$ cat src/rtl/core_c1_pkg.sv
// Shared definitions for the core_c1 bus interface blocks.
package core_c1_pkg;

  // Instruction word returned while no fetch data is available (addi x0,x0,0).
  localparam logic [31:0] NOP_INST = 32'h0000_0013;

  // Bus response status encoding, qualified by rvalid.
  localparam logic BUS_RESP_OK  = 1'b0;
  localparam logic BUS_RESP_ERR = 1'b1;

  typedef enum logic {
    IFETCH_IDLE = 1'b0,
    IFETCH_HOLD = 1'b1
  } ifetch_state_e;

  // Counter width able to hold 0..max_outst inclusive.
  function automatic int outst_cnt_w(input int max_outst);
    return $clog2(max_outst + 1);
  endfunction

endpackage

$ cat src/rtl/core_c1_biu_ifetch.sv
// Instruction-fetch responder: turns IFU PC requests into bus word reads and
// returns in-order instructions, discarding responses killed by a flush.
//
//   state        | meaning
//   -------------+-------------------------------------------------------
//   IFETCH_IDLE  | no held request; a new PC may be issued to the bus
//   IFETCH_HOLD  | request presented but not granted; address in hold_addr_q
module core_c1_biu_ifetch
  import core_c1_pkg::*;
#(
  parameter int unsigned MAX_OUTST = 2,
  parameter logic [31:0] RST_INST  = NOP_INST
) (
  input  logic        clk,
  input  logic        rst,
  input  logic        i_pc_valid,
  input  logic [31:0] i_pc_addr,
  input  logic        i_flush,
  output logic        o_fetch_stall,
  output logic        o_inst_valid,
  output logic [31:0] o_inst,
  output logic        o_inst_err,
  output logic        o_bus_req,
  output logic [31:0] o_bus_addr,
  input  logic        i_bus_gnt,
  input  logic        i_bus_rvalid,
  input  logic [31:0] i_bus_rdata,
  input  logic        i_bus_err
);

  localparam int unsigned CW = outst_cnt_w(MAX_OUTST);
  localparam logic [CW-1:0] MAX_CNT = CW'(MAX_OUTST);
  localparam logic [CW-1:0] ONE     = CW'(1);

  ifetch_state_e state_q, state_d;
  logic [31:0]   hold_addr_q, hold_addr_d;
  logic          hold_kill_q, hold_kill_d;
  logic [CW-1:0] outst_q, outst_d;
  logic [CW-1:0] drop_q, drop_d;
  logic          inst_valid_q, inst_valid_d;
  logic [31:0]   inst_q, inst_d;
  logic          inst_err_q, inst_err_d;

  logic          bus_req, fetch_stall, mis_accept;
  logic [31:0]   bus_addr;
  logic          room, misaligned, gnt_acc, rsp_acc;

  assign room       = outst_q < MAX_CNT;
  assign misaligned = i_pc_addr[1:0] != 2'b00;
  // A response with nothing outstanding is a protocol error and is ignored.
  assign rsp_acc    = i_bus_rvalid && (outst_q != '0);
  assign gnt_acc    = bus_req && i_bus_gnt;

  // Next state, bus address phase and stall. A held request keeps req/addr
  // stable until granted, even across a flush; the killed read is then dropped.
  always_comb begin
    state_d     = state_q;
    hold_addr_d = hold_addr_q;
    hold_kill_d = 1'b0;
    bus_req     = 1'b0;
    bus_addr    = {i_pc_addr[31:2], 2'b00};
    fetch_stall = 1'b0;
    mis_accept  = 1'b0;
    case (state_q)
      IFETCH_IDLE: begin
        if (i_pc_valid && !i_flush) begin
          if (misaligned) begin
            // Error is reported in order, so wait for all reads to drain.
            fetch_stall = outst_q != '0;
            mis_accept  = outst_q == '0;
          end else if (room) begin
            bus_req = 1'b1;
            if (!i_bus_gnt) begin
              fetch_stall = 1'b1;
              state_d     = IFETCH_HOLD;
              hold_addr_d = bus_addr;
            end
          end else begin
            fetch_stall = 1'b1;
          end
        end
      end
      IFETCH_HOLD: begin
        bus_req     = 1'b1;
        bus_addr    = hold_addr_q;
        // Grant of a killed hold does not accept the IFU's new PC.
        fetch_stall = !i_bus_gnt || hold_kill_q;
        if (i_bus_gnt) begin
          state_d = IFETCH_IDLE;
        end else begin
          hold_kill_d = hold_kill_q || i_flush;
        end
      end
      default: state_d = IFETCH_IDLE;
    endcase
  end

  // Outstanding/drop counters and the registered instruction return.
  always_comb begin
    outst_d = outst_q;
    if (gnt_acc && !rsp_acc) begin
      outst_d = outst_q + ONE;
    end else if (!gnt_acc && rsp_acc) begin
      outst_d = outst_q - ONE;
    end

    drop_d = drop_q;
    if (i_flush) begin
      // Everything still on the bus after this edge belongs to killed fetches.
      drop_d = outst_d;
    end else begin
      if (rsp_acc && (drop_q != '0)) drop_d = drop_d - ONE;
      if (gnt_acc && (state_q == IFETCH_HOLD) && hold_kill_q) drop_d = drop_d + ONE;
    end

    inst_valid_d = 1'b0;
    inst_d       = inst_q;
    inst_err_d   = inst_err_q;
    if (!i_flush) begin
      if (rsp_acc && (drop_q == '0)) begin
        inst_valid_d = 1'b1;
        inst_d       = i_bus_rdata;
        inst_err_d   = (i_bus_err == BUS_RESP_ERR);
      end else if (mis_accept) begin
        inst_valid_d = 1'b1;
        inst_d       = RST_INST;
        inst_err_d   = BUS_RESP_ERR;
      end
    end
  end

  // State and datapath registers, cleared together with the bus side.
  always_ff @(posedge clk or posedge rst) begin
    if (rst) begin
      state_q      <= IFETCH_IDLE;
      hold_addr_q  <= '0;
      hold_kill_q  <= 1'b0;
      outst_q      <= '0;
      drop_q       <= '0;
      inst_valid_q <= 1'b0;
      inst_q       <= RST_INST;
      inst_err_q   <= BUS_RESP_OK;
    end else begin
      state_q      <= state_d;
      hold_addr_q  <= hold_addr_d;
      hold_kill_q  <= hold_kill_d;
      outst_q      <= outst_d;
      drop_q       <= drop_d;
      inst_valid_q <= inst_valid_d;
      inst_q       <= inst_d;
      inst_err_q   <= inst_err_d;
    end
  end

  // Combinational handshake outputs are held quiet while reset is asserted.
  assign o_bus_req     = bus_req && !rst;
  assign o_fetch_stall = fetch_stall && !rst;
  assign o_bus_addr    = bus_addr;
  assign o_inst_valid  = inst_valid_q;
  assign o_inst        = inst_q;
  assign o_inst_err    = inst_err_q;

  // Bus responses only for issued reads; counters stay within bounds.
  assert property (@(posedge clk) disable iff (rst) i_bus_rvalid |-> (outst_q != '0));
  assert property (@(posedge clk) disable iff (rst) (outst_q <= MAX_CNT) && (drop_q <= outst_q));

endmodule

$ cat config.mk
export PLATFORM = sky130hd
export DESIGN_NAME = core_c1_biu_ifetch
export DESIGN_NICKNAME = d
export VERILOG_FILES = /design/src/rtl/core_c1_pkg.sv /design/src/rtl/core_c1_biu_ifetch.sv
export SDC_FILE = /design/constraint.sdc
export NUM_CORES = 1
export LEC_CHECK = 0
export BUFFER_PORTS_ARGS = -buffer_cell sky130_fd_sc_hd__clkbuf_2
export CORE_MARGIN = 4
export CORE_UTILIZATION = 35
export CTS_BUF_LIST = sky130_fd_sc_hd__clkbuf_16
export DETAILED_ROUTE_END_ITERATION = 10
export GPL_ROUTABILITY_DRIVEN = 0
export GPL_TIMING_DRIVEN = 0
export PLACE_DENSITY_LB_ADDON = 0.05
export REMOVE_ABC_BUFFERS = 1
export SLEW_MARGIN = 5
export SYNTH_ARGS = -nofsm -noshare
export SYNTH_HDL_FRONTEND = slang
export SYNTH_SLANG_ARGS = --single-unit
$ cat constraint.sdc
create_clock -name clk -period 3.51 [get_ports clk]
set_clock_uncertainty 0.15 [all_clocks]
set_input_delay 0.5265 -clock clk [delete_from_list [all_inputs] [get_ports clk]]
set_output_delay 0.5265 -clock clk [all_outputs]
set_load 0.05 [all_outputs]
==> out/metrics.csv <==
stage,metric,value,unit
sta,slew_headroom,19.1,%
cts,cts.path.max_buffers,2,
setup_path,cp_slowest_cell,o41a_1,
setup_path,cp_slowest_stage_delay,960,ps
run,drv_cap,0,
grt,grt_max_degree,58,
sta,rsz0062_at_grt,false,
route,wire_per_inst,15.0,um
worst_hold_path,whs_path_depth,2,
grt,use_met2,21.7,%
setup_path,reg2reg_from,outst_q[1],
worst_hold_path,hold_path_startpoint,i_bus_rdata[3],
route,routed_wl,7600,um
power,switchingPower,1540,uW
synthesis,synth_cell_types,39,
synthesis,ys_warn_count,0,
synthesis,synth_seq_cells,70,
power,ir_drop,719,uV
setup_path,required,3570,ps
sta,setup_tns,0,ps
status,outcome,finished clean,
synthesis,ys_seq_area_share,52.7,%
route,viasPerCell,4.68,
grt,grt_use_met1,18.9,%
setup_path,crit_type,flop to flop,
worst_hold_path,min_path_type,primary input to flop,
sta,hold_viol,0,
cts,clockRootBuffer,clkbuf_16,
cts,cts.repair.resized,0,
synthesis,synthAdderAreaFrac,0.752,%
power,pwr-share-clk,24.1,%
cts,clock-sinks,70,
die,die-height,106,um
die,fp.coreArea,9240,um2
cts,h-tree-depth,3,
synthesis,synth_compound_area_share,10.8,%
die,die_x,106,um
setup_path,cp-start-kind,flop,
synthesis,syn_area,3330,um2
sta,setup_viol,0,
die,rows,35,
finish,n_antenna_cell,0,
grt,gr-total-overflow,0,
cts,holdBufCountCts,1,
setup_path,r2r_cells,7,
die,dieArea,11100,um2
setup_path,cp_top_family,compound AO/OA/AOI/OAI gates,
synthesis,syn_avg_cell_area,14.2,um2
power,switching_share,41.3,%
grt,grt_pass1_wl,12700,um
grt,groute.usage.overall,14.2,%
grt,grt-busiest-layer,met2,
synthesis,synth-simple-area-share,5.08,%
power,power_density,841,nW/um2
route,drcViolationCount,0,
route,dr.pass1.iters,4,
cts,post_cts_buffers,0,
placed_design,place_hpwl,5350,um
route,first_iter_violations,82,
cts,clkLatencyLatePin,320,ps
synthesis,synth_top_family_by_area,multiplexers,
setup_path,crit_chain,inv_1 -> ha_1 -> nand2b_1 -> or3b_4 -> o41a_1 -> inv_2 -> o22a_1,
finish,fill_cells,881,
die,start_util,36.0,%
sta,finalCriticalPeriod,2920,ps
grt,grt_pass1_vias,2485,
power,fin_total_pwr,3740,uW
sta,max_slew.worst_pin.slew,1210,ps
cts,cts_tree,built,
setup_path,cp.arrival,2980,ps
finish,final_cell_mix,"clkbuf_2 (136), dfrtp_1 (66), mux2_2 (31)",
power,seq_power_share,34.0,%
power,pwr-share-comb,41.9,%
setup_path,r2r_setup_slack,590,ps
setup_path,startpoint,outst_q[1],
sta,fmax,342,MHz
route,ant_nets,0,
die,pin_count,139,
setup_path,worstSetupPathDepth,7,
grt,grt_antenna_before_repair,0,
finish,layout-area-overhead-vs-synth,33.8,%
grt,grt_use_met3,5.02,%
power,cellLeakagePower,0.00235,uW
synthesis,synth.area.mux_share,24.9,%
synthesis,synthXorXnorAreaFrac,1.58,%
placed_design,portBuffers,136,
sta,min_period_over_period,83.2,%
finish,drive_above_1_share,60.9,%
route,dr_total_vias,2363,
setup_path,cp-end-kind,flop,
finish,final_common_cell,clkbuf_2,
synthesis,syn_inst,235,
sta,drv_slew,0,
cts,clk_pin_slew,60,ps
setup_path,path_buf_inv,2,
finish,nNetsFinal,444,
power,internal-power,2200,uW
cts,numCtsBuffers,9,
setup_path,cp_max_fo,30,
==> layer usage <==
metal  share of wire, %  wire, um  vias up
met4                1.4       110        0
met3                6.5       493       11
met2                 47      3560       73
met5                  0         0        -
met1                 45      3440     1146
li1                   -         -     1133
==> stage by stage <==
| step | hold slack (ps) | util, % | cell area [um2] | setup slack (ps) | instances |
|---|---|---|---|---|---|
| final | 269 | 48.2 | 4450 | 588 | 505 |
| after global routing | 257 | 48.2 | 4450 | 276 | 505 |
| after CTS | 258 | 48.2 | 4450 | 532 | 505 |
| after detailed placement | 326 | 44.8 | 4140 | 545 | 488 |
| after global placement | 332 | 44.1 | 4070 | -811 | 484 |
| after floorplan | 326 | - | 3230 | 204 | 219 |
==> Yosys cell counts <==
library cell / instances / share of area [%]
a22o_1: 29 / 7.6
nor2b_1: 1 / 0.19
o22a_1: 4 / 1.1
xnor2_1: 6 / 1.6
mux2i_1: 3 / 0.90
nor3b_1: 3 / 0.68
o32a_1: 1 / 0.30
or4b_4: 1 / 0.41
inv_2: 1 / 0.11
buf_1: 2 / 0.23
o211a_1: 1 / 0.30
a221oi_1: 1 / 0.26
nand3_1: 2 / 0.30
a31oi_1: 1 / 0.19
nand2b_1: 3 / 0.56
dfrtp_1: 67 / 50
nand2_1: 2 / 0.23
nor2_4: 1 / 0.34
nand2_2: 1 / 0.19
buf_2: 7 / 1.1
ha_1: 2 / 0.75
o21ai_1: 1 / 0.15
inv_1: 7 / 0.79
mux2_2: 31 / 10
nor2_1: 6 / 0.68
a2bb2oi_1: 1 / 0.26
or3b_4: 1 / 0.34
and3_1: 1 / 0.19
o221a_2: 1 / 0.34
mux2_4: 30 / 14
conb_1: 1 / 0.11
dfstp_2: 3 / 2.4
clkbuf_1: 3 / 0.34
nand4b_1: 1 / 0.26
buf_6: 3 / 1.0
nor4b_1: 2 / 0.53
nand4_1: 1 / 0.19
buf_4: 2 / 0.45
o41a_1: 1 / 0.34
==> flip-flops by register name, summed over array words and instances (netlist names) <==
| name | cells |
|---|---|
| o_inst | 32 |
| hold_addr_q | 30 |
| drop_q | 2 |
| outst_q | 2 |
| hold_kill_q | 1 |
| o_inst_err | 1 |
| o_inst_valid | 1 |
| state_q | 1 |
==> final cells by class <==
class                   instances  area, um2  area share [%]
multi-input cells             141       1450            32.5
clock inverters                 7       73.8            1.66
flip-flops and latches         70       1760            39.5
clock buffers                   9        225            5.06
inverters                       8       32.5           0.731
repair buffers                141        753            16.9
well taps                     129        161            3.63
==> final timing paths <==
kind	end
setup reg to reg	o_inst_err
min in group asynchronous	state_q
setup / recovery	o_inst_err
hold / removal	o_inst[3]
max in group asynchronous	o_inst[13]
hold reg to reg	o_inst[10]
==> cell families (layout without fill, tap and decap cells) <==
family                     Yosys count  in the layout
buffers and inverters               25            165
and+or+nand+nor                     26             26
xor gates and xnor gates             6              6
other                                1              2
muxes                               64             64
AOI/OAI and AO/OA                   41             41
DFF                                 70             70
adders and majority gates            2              2
==> power by group through the flow <==
| stage | Combinational (uW) | Sequential (uW) | Clock, uW |
|---|---|---|---|
| final | 1570 | 1270 | 902 |
| after detailed placement | 1590 | 1270 | 0 |
| after global routing | 1660 | 1320 | 973 |
| after CTS | 1590 | 1280 | 936 |
| after global placement | 1560 | 1290 | 0 |
| after floorplan | 614 | 1880 | 0 |
Power figures use the tool's default switching activity.
